--- src/rtl/control_sequencer.sv ---
// Hardwired control unit: fetch T0-T2 then an opcode-specific execute
// sequence, driving datapath strobes decoded from the state and IR opcode.
module control_sequencer #(
  parameter int CNT_W = 16
) (
  input  logic             clk,
  input  logic             clr,
  input  logic             run,
  input  logic [31:0]      ir,
  output logic             PCout,
  output logic             Zlowout,
  output logic             MDRout,
  output logic             Rout,
  output logic             BAout,
  output logic             Cout,
  output logic             MARin,
  output logic             PCin,
  output logic             MDRin,
  output logic             IRin,
  output logic             Yin,
  output logic             Zin,
  output logic             Rin,
  output logic             Gra,
  output logic             Grb,
  output logic             Grc,
  output logic             IncPC,
  output logic             Read,
  output logic             Write,
  output logic [4:0]       operation,
  output logic             running,
  output logic             halted,
  output logic [CNT_W-1:0] retired
);

  typedef enum logic [3:0] {
    S_IDLE, S_T0, S_T1, S_T2, S_T3,
    S_T4, S_T5, S_T6, S_T7, S_HALT
  } state_t;

  state_t            r_state;
  logic [CNT_W-1:0]  r_retired;

  logic [4:0] w_op;
  logic       w_rtype;
  logic       w_imm;
  logic       w_ldi;
  logic       w_ld;
  logic       w_st;
  logic       w_halt;
  logic       w_mem;
  logic       w_long;
  logic       w_short;
  logic       w_end;
  logic [4:0] w_alu_op;
  logic       w_unused;

  assign w_op     = ir[31:27];
  assign w_unused = ^ir[26:0];
  assign w_rtype  = (w_op >= 5'd3) && (w_op <= 5'd11);
  assign w_imm    = (w_op >= 5'd12) && (w_op <= 5'd14);
  assign w_ldi    = (w_op == 5'd1);
  assign w_ld     = (w_op == 5'd0);
  assign w_st     = (w_op == 5'd2);
  assign w_halt   = (w_op == 5'd27);
  assign w_mem    = w_ldi | w_ld | w_st;
  assign w_long   = w_ld | w_st;
  assign w_short  = !(w_rtype | w_imm | w_mem);

  // Final T-state of the current instruction (halt is handled separately).
  assign w_end = ((r_state == S_T2) && w_short && !w_halt)
               || ((r_state == S_T5) && !w_long)
               || (r_state == S_T7);

  always_comb begin
    w_alu_op = 5'd3;
    unique case (1'b1)
      w_rtype:          w_alu_op = w_op;
      w_op == 5'd13:    w_alu_op = 5'd5;
      w_op == 5'd14:    w_alu_op = 5'd6;
      default:          w_alu_op = 5'd3;
    endcase
  end

  always_ff @(posedge clk or posedge clr) begin
    if (clr) begin
      r_state   <= S_IDLE;
      r_retired <= '0;
    end else if (w_end) begin
      r_retired <= r_retired + CNT_W'(1);
      r_state   <= run ? S_T0 : S_IDLE;
    end else begin
      unique case (r_state)
        S_IDLE: if (run) r_state <= S_T0;
        S_T0:   r_state <= S_T1;
        S_T1:   r_state <= S_T2;
        S_T2: begin
          if (w_halt) begin
            r_state   <= S_HALT;
            r_retired <= r_retired + CNT_W'(1);
          end else begin
            r_state <= S_T3;
          end
        end
        S_T3:   r_state <= S_T4;
        S_T4:   r_state <= S_T5;
        S_T5:   r_state <= S_T6;
        S_T6:   r_state <= S_T7;
        S_HALT: r_state <= S_HALT;
        default: r_state <= S_IDLE;
      endcase
    end
  end

  always_comb begin
    PCout = 1'b0; Zlowout = 1'b0; MDRout = 1'b0;
    Rout  = 1'b0; BAout   = 1'b0; Cout   = 1'b0;
    MARin = 1'b0; PCin    = 1'b0; MDRin  = 1'b0;
    IRin  = 1'b0; Yin     = 1'b0; Zin    = 1'b0;
    Rin   = 1'b0; Gra     = 1'b0; Grb    = 1'b0;
    Grc   = 1'b0; IncPC   = 1'b0; Read   = 1'b0;
    Write = 1'b0; operation = 5'd0;
    unique case (r_state)
      S_T0: begin
        PCout = 1'b1; MARin = 1'b1; IncPC = 1'b1; Zin = 1'b1;
      end
      S_T1: begin
        Zlowout = 1'b1; PCin = 1'b1; Read = 1'b1; MDRin = 1'b1;
      end
      S_T2: begin
        MDRout = 1'b1; IRin = 1'b1;
      end
      S_T3: begin
        Grb = 1'b1; Yin = 1'b1;
        BAout = w_mem;
        Rout  = !w_mem;
      end
      S_T4: begin
        Zin       = 1'b1;
        operation = w_alu_op;
        Grc       = w_rtype;
        Rout      = w_rtype;
        Cout      = !w_rtype;
      end
      S_T5: begin
        Zlowout = 1'b1;
        MARin   = w_long;
        Gra     = !w_long;
        Rin     = !w_long;
      end
      S_T6: begin
        MDRin = 1'b1;
        Gra   = w_st;
        Rout  = w_st;
        Read  = !w_st;
      end
      S_T7: begin
        Write  = w_st;
        MDRout = !w_st;
        Gra    = !w_st;
        Rin    = !w_st;
      end
      default: ;
    endcase
  end

  assign running = (r_state != S_IDLE) && (r_state != S_HALT);
  assign halted  = (r_state == S_HALT);
  assign retired = r_retired;

endmodule
--- config.mk ---
export PLATFORM = sky130hd
export DESIGN_NAME = control_sequencer
export DESIGN_NICKNAME = d
export VERILOG_FILES = /design/src/rtl/control_sequencer.sv
export SDC_FILE = /design/constraint.sdc
export NUM_CORES = 1
export LEC_CHECK = 0
export ABC_CLOCK_PERIOD_IN_PS = 4500
export CAP_MARGIN = 20
export CELL_PAD_IN_SITES_DETAIL_PLACEMENT = 2
export CELL_PAD_IN_SITES_GLOBAL_PLACEMENT = 2
export CORE_MARGIN = 2
export CORE_UTILIZATION = 23
export CTS_BUF_LIST = sky130_fd_sc_hd__clkbuf_8
export CTS_CLUSTER_SIZE = 20
export DETAILED_ROUTE_END_ITERATION = 8
export PLACE_DENSITY = 0.88
export SKIP_CTS_REPAIR_TIMING = 1
export SYNTH_ARGS = -nofsm -noshare
export SYNTH_HDL_FRONTEND = slang
export SYNTH_SLANG_ARGS = --single-unit
export TNS_END_PERCENT = 50
--- constraint.sdc ---
create_clock -name clk -period 4.5 [get_ports clk]
set_input_delay 1.35 -clock clk [delete_from_list [all_inputs] [get_ports clk]]
set_output_delay 1.35 -clock clk [all_outputs]
set_load 0.005 [all_outputs]
# ---- Word level (Yosys, flattened, before mapping)
# Cells that the tools add are included.
dict set report totals {
  ram_bits 0
  latch_bits 0
  mem_bits_ro 0
  reg_bits 20
  n_memories 0
  inputBits 35
}
dict set report classes {
  magnitude_cmp 4
  bitwise_logic 5
  add_sub_neg 1
  reduce_logical 23
  multipliers 0
  shift 0
  mux 27
  eq_ne 16
  div 0
}
# op count
set ops {}
lappend ops {{$mux W16} 3}
lappend ops {{$pmux W4 S9} 1}
lappend ops {{$add A16 B1 Y16 const B} 1}
lappend ops {{$eq A4 B3 Y1 const B} 4}
lappend ops {{$pmux W5 S3} 1}
lappend ops {{$mux W1} 12}
lappend ops {{$mux W4} 3}
lappend ops {{$eq A5 B4 Y1 const B} 2}
lappend ops {{$le A5 B4 Y1 const B} 2}
lappend ops {{$eq A4 B2 Y1 const B} 2}
lappend ops {{$eq A4 B4 Y1 const B} 2}
lappend ops {{$pmux W1 S2} 4}
lappend ops {{$logic_and A1 B1 Y1} 6}
lappend ops {{$logic_not A1 Y1} 6}
lappend ops {{$pmux W1 S3} 2}
lappend ops {{$reduce_or A2 Y1} 3}
lappend ops {{$eq A5 B1 Y1 const B} 1}
lappend ops {{$eq A5 B2 Y1 const B} 1}
lappend ops {{$eq A5 B5 Y1 const B} 1}
lappend ops {{$ge A5 B2 Y1 const B} 1}
lappend ops {{$ge A5 B4 Y1 const B} 1}
lappend ops {{$logic_not A5 Y1} 1}
lappend ops {{$mux W5} 1}
lappend ops {{$or A1 B1 Y1} 5}
lappend ops {{8 further kinds} 10}

# ---- Longest topological paths before layout
# Gate-level depths: netlist (run 1).
dict set report logic_depth {
  ltp_word 11
  ltp_mapped 7
  mapped_depth_nobuf 5
}

# ---- Worst setup path before layout (run 1)
# OpenSTA, ideal clock, no wires.
dict set report synth_timing {
  kind {input -> output}
  start {input port ir[31]}
  end {output port Gra}
  t_arrival_ns 2.537
  cell_stages 6
  n_path_buf 1
  setup_slack_ns 0.613
  required_time_ns 3.150
  path_cell_list {clkbuf_1 > nor4_1 > and2_1 > nand2_1 > o21ai_0 > a31o_2}
}
dict set report synth_via {
  elab_chain_len 4
}
# element line
set synth_lines {}
lappend synth_lines {{start, declared} 9} ;# input logic [31:0] ir,
lappend synth_lines {{$eq A5 B2 Y1 / $logic_not A5 Y1 (equally long branches)} {63, 62}}
lappend synth_lines {{$or A1 B1 Y1} 66} ;# assign w_long = w_ld | w_st;
lappend synth_lines {{$logic_not A1 Y1} 147} ;# Gra = !w_long;
lappend synth_lines {{$pmux W1 S3 *} 122} ;# unique case (r_state)
lappend synth_lines {{end, declared} 23} ;# output logic Gra,
# Every way passes the cells marked *; elsewhere a longest branch is shown, timed or not.

# ---- Worst setup path in the final report (run 1)
dict set report layout_timing {
  start {input port ir[31]}
  end {output port Rin}
}
dict set report layout_via {
  elab_chain_len 4
}
# element line
set layout_lines {}
lappend layout_lines {{$eq A5 B2 Y1 / $logic_not A5 Y1 (equally long branches)} {63, 62}}
lappend layout_lines {{$or A1 B1 Y1} 66}
lappend layout_lines {{$logic_not A1 Y1} 148} ;# Rin = !w_long;
lappend layout_lines {{$pmux W1 S2 *} 122}
lappend layout_lines {{end, declared} 22} ;# output logic Rin,
# Marked as above.

==> PnR_summary.wiki, run 1 <==
{| class="wikitable"
! Metric !! Value
|-
| Number of buffer cells added on primary ports || 48
|-
| Max-Cap Viols || 0
|-
| Sink Count || 20
|-
| Distinct cell type count of the synthesized netlist || 44
|-
| R2r endpoint || retired[13]
|-
| Die area || 6562 sq um
|-
| Power per unit of standard cell area || roughly 470 nW/um^2
|-
| Critical path depth || 6
|-
| Number of flops mapped to enable cells by yosys || 0
|-
| Startpoint of the worst register-to-register path || r_state[2]
|-
| Global route total overflow || 0
|-
| Initial Util || 0.2345
|-
| Portion of total power attributed to combinational logic || 0.534
|-
| Launching instance or port of the critical path || ir[31]
|-
| Largest clock skew in the final design || between 0.008 and 0.009 ns
|-
| Clock network latency to the later pin of the worst-skew pair || around 0.27 ns
|-
| Number of buffer and inverter instances along the worst setup path || 3
|-
| Outcome || finished clean
|-
| Largest vdd supply drop || 204.7 uV
|-
| Total internal power || 590.3 uW
|-
| Clock period minus final worst setup slack || approximately 4.4 ns
|-
| Net switching share of the total power || 0.3888
|-
| HPWL Detailed || ~3500 microns
|-
| Number of global-route vias before repair || 1417
|-
| Final-report setup violation count || 0
|-
| First-pass iteration count of the detailed router || 2
|-
| Setup repair after global routing missed its margin || false
|-
| Longest Clk Path Bufs || 2
|-
| Post-Syn Area per Cell || about 8.6 sq um
|-
| Area of the mapped netlist || 1364 sq um
|-
| Clock tree from TritonCTS || done
|-
| Top post-synthesis cells by area || dfrtp_1 (37%), xnor2_1 (5.1%), xor2_1 (5.1%), nor2_1 (5.0%), nor3_1 (4.8%)
|-
| Iter 0 DRT Violations || between 60 and 70
|-
| Die Ht || 81.01 microns
|-
| Nature of the critical path endpoint || output port
|-
| Fraction of post-synthesis cell area in the top cell type by area || 0.3670
|-
| Fill cell instance count of the final layout || 677
|-
| CTS H-tree depth || 1
|-
| Clock tree root buffer cell || clkbuf_8
|-
| Sequential fraction of design power || 0.322
|-
| First-pass GRT wire length || between 7000 and 8000 microns
|-
| Gp weighted congestion || around 0.8
|-
| Proportion of layout cells with a drive suffix above 1 || 0.1340
|-
| Cell Count, Final, Fillers Out || ~280
|-
| Net switching power of the design || between 300 and 400 uW
|-
| Clk pin slew, worst setup/hold paths || approximately 0.080 ns
|-
| Floorplan core area || 5816 sq um
|-
| CP Max Fanout || 4
|-
| Pins over their slew limit || 0
|-
| Count of antenna diodes in the layout || 0
|-
| Worst min-delay path class || reg -> reg
|-
| Critical path data required time || 3.15 ns
|-
| Syn_nets || 194
|-
| Worst setup slack for register-to-register paths || 2.09 ns
|-
| Synthesis-stage register bit count || 20
|-
| Via/cell ratio || between 4 and 5
|-
| Worst setup SP type || primary input
|-
| Pin count of the biggest net entering global routing || 21
|-
| Crit path setup slack, layout || ~0.13 ns
|-
| Maximum cell stage delay along the critical path || 0.51 ns
|-
| Worst slew pin tran || roughly 0.77 ns
|-
| Cell type contributing the most total cell area after synthesis || dfrtp_1
|-
| Arrival time at the worst endpoint || between 3 and 4 ns
|-
| Worst setup timing slack at the placement stage || -0.1630 ns
|-
| Ratio of final minimum period to clock period || 0.9701
|-
| Yosys Warn Count || 0
|-
| Slew headroom || 0.4856
|-
| CP Cell Sequence || clkdlybuf4s50_1, nor4_2, buf_4, o31a_2, nor2_1, clkdlybuf4s50_1
|-
| Area growth from synthesis to final layout || 51.56%
|-
| Antenna Nets Post-Route || 0
|-
| Number of design rule violations left after detail routing || 0
|-
| WL/cell || 15.64 microns
|-
| Die Span X || just over 80 microns
|-
| Master of the slowest instance on the critical path || clkdlybuf4s50_1
|-
| Nets@finish || roughly 250
|-
| Most instantiated flip-flop cell in the synthesis netlist || dfrtp_1
|-
| Register area share after synthesis || 0.3670
|-
| Worst setup path end || Rin
|-
| Placed instance count || 280
|-
| Worst Reg2Reg Path Length in Cells || 6
|-
| Synth Instances || between 150 and 200
|-
| Routed wire length || roughly 4400 microns
|-
| Number of standard-cell rows in the floorplan || 28
|-
| Critical path's most frequent cell || clkdlybuf4s50_1
|-
| Static power due to leakage || approximately 0.86 nW
|-
| Kind of cell adding the most delay to the critical path || buffers and inverters
|-
| Most common cell in the netlist || dfrtp_1
|-
| Achievable frequency || approximately 230 MHz
|-
| Classification of the worst setup path || in -> out
|-
| Most numerous cell types in the synthesized netlist || dfrtp_1 (20), nor2_1 (18), nand2_1 (15)
|-
| TritonCTS buffer count || 3
|-
| Final count of hold timing violations || 0
|-
| Vias after detailed routing || 1377
|-
| Final Util || 0.3554
|-
| Top-level port count || slightly below 80
|-
| Number of antenna violations at the first check in global routing || 0
|-
| Synth async-reset ratio || 1.000
|-
| Total global-route track usage || 0.1410
|-
| Share of power burned in the clock network || 0.143
|}
## layout by cell type (no fill, tap or decap), types with 2 or more instances in the layout
master / instances
clkdlybuf4s50_1: 42
dfrtp_1: 20
nor2_1: 18
nand2_1: 15
nor3_1: 13
buf_4: 10
xor2_1: 8
xnor2_1: 8
nand3_1: 7
dlymetal6s2s_1: 6
o21ai_0: 5
inv_1: 5
clkbuf_8: 4
nand2b_1: 3
or3_1: 3
and2_1: 3
nand4_1: 3
nor4_2: 2
and2_4: 2
and3_1: 2
mux2_2: 2
a21oi_1: 2
nor3b_1: 2
nor4_4: 2
o21a_1: 2
## power groups by stage
stage                     combinational, mW  clock (mW)  sequential, mW
after floorplan                       0.302           0           0.264
after global placement                0.503           0           0.311
after detailed placement              0.518           0           0.313
after CTS                             0.523       0.144           0.310
after global routing                  0.571       0.150           0.321
final                                 0.516       0.139           0.311
## metrics by stage
step                      TNS [ns]  hold WS, ns  area [sq um]  total power [mW]
after floorplan                  0       0.4647          1364            0.5662
after global placement     -0.1908       0.4547          1953            0.8136
after detailed placement   -0.3066       0.4661          1953            0.8313
after CTS                  -0.3521       0.4796          2008            0.9759
after global routing             0       0.5002          2067             1.042
final                            0       0.4686          2067            0.9658
## sequential cells by signal, summed over array words and instances (netlist names)
name     count
r_state      4
retired     16
## metal layers
metal / up-vias / track usage / share of wire
li1: 659 / - / -
met1: 691 / 0.1887 / 0.45
met2: 21 / 0.2364 / 0.51
met3: 6 / 0.02667 / 0.027
met4: 0 / 0.03051 / 0.013
met5: - / 0 / 0
## worst min path at each step
stage	startpoint	endpoint	slack, ns	depth (start not counted)
floorplan	retired[15]	retired[15]	0.46	1
global placement	retired[15]	retired[15]	0.45	1
detailed placement	retired[15]	retired[15]	0.47	1
CTS	retired[15]	retired[15]	0.48	1
global route	retired[15]	retired[15]	0.50	1
finish	retired[15]	retired[15]	0.47	1
## kinds of logic (layout without fill, tap and decap cells)
family / after synthesis / after routing / synth area share
adder cells (fa/ha/maj): 1 / 1 / 0.009173
XOR/XNOR: 16 / 16 / 0.1028
AO/OA/AOI/OAI: 21 / 21 / 0.1064
other: 1 / 1 / 0.002750
flip-flops: 20 / 20 / 0.3670
AND/OR/NAND/NOR: 81 / 81 / 0.3376
multiplexers: 2 / 2 / 0.01651
buffers and inverters: 16 / 67 / 0.05779
## area by class of cell
type / instances / area, sq um / area share
well taps: 75 / 93.84 / 0.04540
clock buffers: 4 / 55.05 / 0.02663
flip-flops and latches: 20 / 500.5 / 0.2421
repair buffers: 58 / 570.5 / 0.2760
inverters: 5 / 18.77 / 0.009080
multi-input cells: 122 / 828.3 / 0.4007
Note: power is estimated with default switching activity, not from simulation.
==> inputs of run 2 (changes only) <==
--- a/config.mk
+++ b/config.mk
@@ -9,6 +9,7 @@
 export CAP_MARGIN = 20
 export CELL_PAD_IN_SITES_DETAIL_PLACEMENT = 2
 export CELL_PAD_IN_SITES_GLOBAL_PLACEMENT = 2
+export CORE_ASPECT_RATIO = 0.6
 export CORE_MARGIN = 2
 export CORE_UTILIZATION = 23
 export CTS_BUF_LIST = sky130_fd_sc_hd__clkbuf_8
@@ -16,6 +17,7 @@
 export DETAILED_ROUTE_END_ITERATION = 8
 export PLACE_DENSITY = 0.88
 export SKIP_CTS_REPAIR_TIMING = 1
+export SLEW_MARGIN = 5
 export SYNTH_ARGS = -nofsm -noshare
 export SYNTH_HDL_FRONTEND = slang
 export SYNTH_SLANG_ARGS = --single-unit
==> run 2 against run 1 <==
  * Maximum frequency fell by 2.3%
  * Clock power fell by 17%
  * Setup slack got worse by 0.10 ns
  * Utilization rose by 1.8 points
  * Global-route usage rose by 2.5 points
  * Critical endpoint unchanged
  * Highest routed layer unchanged
  * First-iteration DRC count rose by 28%
  * Largest cell class unchanged
==> PnR_summary.wiki, run 2 (synthesis results as in run 1) <==
{| class="wikitable"
! Metric !! Value
|-
| Outcome || finished clean (unchanged)
|-
| Slew headroom || 0.4651 (was 0.4856)
|-
| Worst-case hold slack || 0.4726 ns (was 0.4686 ns)
|-
| Ratio of final minimum period to clock period || 0.9928 (was 0.9701)
|-
| Power per unit of standard cell area || 468.3 nW/um^2 (was 467.2 nW/um^2)
|-
| Number of standard-cell rows in the floorplan || 21 (was 28)
|-
| Achievable frequency || 223.8 MHz (was 229.1 MHz)
|-
| Number of global-route vias before repair || 1529 (was 1417)
|-
| Sum of met3 wire segment lengths after detailed routing || 189 microns (was 120 microns)
|-
| Via/cell ratio || 4.890 (was 4.849)
|-
| Maximum cell stage delay along the critical path || 0.55 ns (was 0.51 ns)
|-
| Leading cell type in the layout, fill and taps excluded || clkdlybuf4s50_1 (unchanged)
|-
| Die Ht || 63.65 microns (was 81.01 microns)
|-
| Clock tree root buffer cell || clkbuf_8 (unchanged)
|-
| Number of antenna violations at the first check in global routing || 0 (unchanged)
|-
| Worst slew pin tran || 0.8015 ns (was 0.7708 ns)
|-
| Die Span X || 103.4 microns (was 81.01 microns)
|-
| Post-route cell area || 2108 sq um (was 2067 sq um)
|-
| Longest Clk Path Bufs || 2 (unchanged)
|-
| Number of buffer cells added on primary ports || 48 (unchanged)
|-
| Antenna Nets Post-Route || 0 (unchanged)
|-
| Worst setup SP type || primary input (unchanged)
|-
| Largest clock skew in the final design || 0.002371 ns (was 0.008498 ns)
|-
| Top-level port count || 77 (unchanged)
|-
| Worst setup timing slack at the placement stage || -0.3051 ns (was -0.1630 ns)
|-
| Critical path's most frequent cell || clkdlybuf4s50_1 (unchanged)
|-
| Top Metal Used || met4 (unchanged)
|-
| Arrival time at the worst endpoint || 3.12 ns (was 3.02 ns)
|-
| Clock period minus final worst setup slack || 4.468 ns (was 4.365 ns)
|-
| Final Util || 0.3732 (was 0.3554)
|-
| CP Max Fanout || 4 (unchanged)
|-
| Clock tree from TritonCTS || done (unchanged)
|-
| CP Cell Sequence || clkdlybuf4s50_1, nor4_2, buf_4, o31a_2, nor2_1, clkdlybuf4s50_1 (unchanged)
|-
| Proportion of layout cells with a drive suffix above 1 || 0.1509 (was 0.1340)
|-
| Global route total overflow || 0 (unchanged)
|-
| Clk pin slew, worst setup/hold paths || 0.07 ns (was 0.08 ns)
|-
| Final-report setup violation count || 0 (unchanged)
|-
| First-pass iteration count of the detailed router || 4 (was 2)
|-
| Crit path setup slack, layout || 0.03232 ns (was 0.1345 ns)
|-
| Pin count of the biggest net entering global routing || 21 (unchanged)
|-
| Floorplan core area || 5649 sq um (was 5816 sq um)
|-
| Sink Count || 20 (unchanged)
|-
| Placed cell area || 1982 sq um (was 1953 sq um)
|-
| Routed wire length || 5293 microns (was 4443 microns)
|-
| Setup repair after global routing missed its margin || true (was false)
|-
| Met1 layer wirelength in the final routing || 2587 microns (was 1997 microns)
|-
| Number of flip-flops in the largest register || 16 (unchanged)
|-
| TritonCTS buffer count || 3 (unchanged)
|-
| HPWL Detailed || 3993 microns (was 3497 microns)
|-
| Placed instance count || 288 (was 280)
|-
| Cell Count, Final, Fillers Out || 292 (was 284)
|-
| Gp weighted congestion || 0.7624 (was 0.8142)
|-
| Initial Util || 0.2414 (was 0.2345)
|-
| Final count of hold timing violations || 0 (unchanged)
|-
| CTS H-tree depth || 1 (unchanged)
|-
| Wire length on met2 || 2468 microns (was 2268 microns)
|-
| Iter 0 DRT Violations || 88 (was 69)
|-
| Most used cells in the layout excluding fill and tap cells || clkdlybuf4s50_1 (43), dfrtp_1 (20), nor2_1 (18), nand2_1 (15), nor3_1 (13) (was clkdlybuf4s50_1 (42), dfrtp_1 (20), nor2_1 (18), nand2_1 (15), nor3_1 (13))
|-
| Static power due to leakage || 0.8638 nW (was 0.8620 nW)
|-
| Vias after detailed routing || 1428 (was 1377)
|-
| Count of antenna diodes in the layout || 0 (unchanged)
|-
| Largest vdd supply drop || 158.9 uV (was 204.7 uV)
|-
| Nets@finish || 250 (was 246)
|-
| Pins over their slew limit || 0 (unchanged)
|-
| Area growth from synthesis to final layout || 54.59% (was 51.56%)
|-
| Max-Cap Viols || 0 (unchanged)
|-
| Nature of the critical path endpoint || output port (unchanged)
|-
| Classification of the worst setup path || in -> out (unchanged)
|-
| First-pass GRT wire length || 8480 microns (was 7217 microns)
|-
| Clock network latency to the later pin of the worst-skew pair || 0.25 ns (was 0.27 ns)
|-
| Die area || 6582 sq um (was 6562 sq um)
|-
| WL/cell || 18.13 microns (was 15.64 microns)
|-
| Number of design rule violations left after detail routing || 0 (unchanged)
|-
| Master of the slowest instance on the critical path || clkdlybuf4s50_1 (unchanged)
|-
| Critical path data required time || 3.15 ns (about the same)
|-
| Total global-route track usage || 0.1665 (was 0.1410)
|-
| Worst min-delay path class || reg -> reg (unchanged)
|-
| Fill cell instance count of the final layout || 634 (was 677)
|}
## run 2: final cells by class
type	instances	area, sq um	area share
multi-input cells	122	838.3	0.3976
repair buffers	62	609.3	0.2890
flip-flops and latches	20	500.5	0.2374
well taps	80	100.1	0.04748
clock buffers	3	41.29	0.01958
inverters	5	18.77	0.008902
## run 2: worst paths after layout
kind	start	end	slack, ns	cells past startpoint
worst max-delay path	ir[29]	Rin	0.03	6
worst min-delay path	retired[15]	retired[15]	0.47	1
worst max register to register	r_state[2]	retired[13]	2.01	6
worst min register to register	retired[15]	retired[15]	0.47	1
max in group asynchronous	clr	retired[9]	2.44	2
min in group asynchronous	clr	retired[0]	1.56	2
## run 2: per-stage QoR
step / setup TNS [ns] / power (mW)
final: 0 / 0.9873
after global routing: -0.07493 / 1.069
after CTS: -0.9767 / 0.9823
after detailed placement: -0.8814 / 0.8572
after global placement: -0.4670 / 0.8171
after floorplan: 0 / 0.5662
## run 2: report_power, final
| group | internal (mW) | leakage (nW) | total [mW] | switching [mW] |
|---|---|---|---|---|
| sequential | 0.220 | 0.237 | 0.317 | 0.0968 |
| combinational | 0.299 | 0.606 | 0.554 | 0.255 |
| clock | 0.0596 | 0.0216 | 0.116 | 0.0567 |
## run 2: layer usage
metal	up-vias	track usage
met5	-	0
met2	36	0.2661
met3	6	0.03552
met1	723	0.2351
li1	663	-
met4	0	0.02138
## run 2: worst max-delay path, delay by kind of cell
kind	cells	cell delay (ns)
buf+inv	3	1.22
compound gates	1	0.34
simple gates	2	0.20
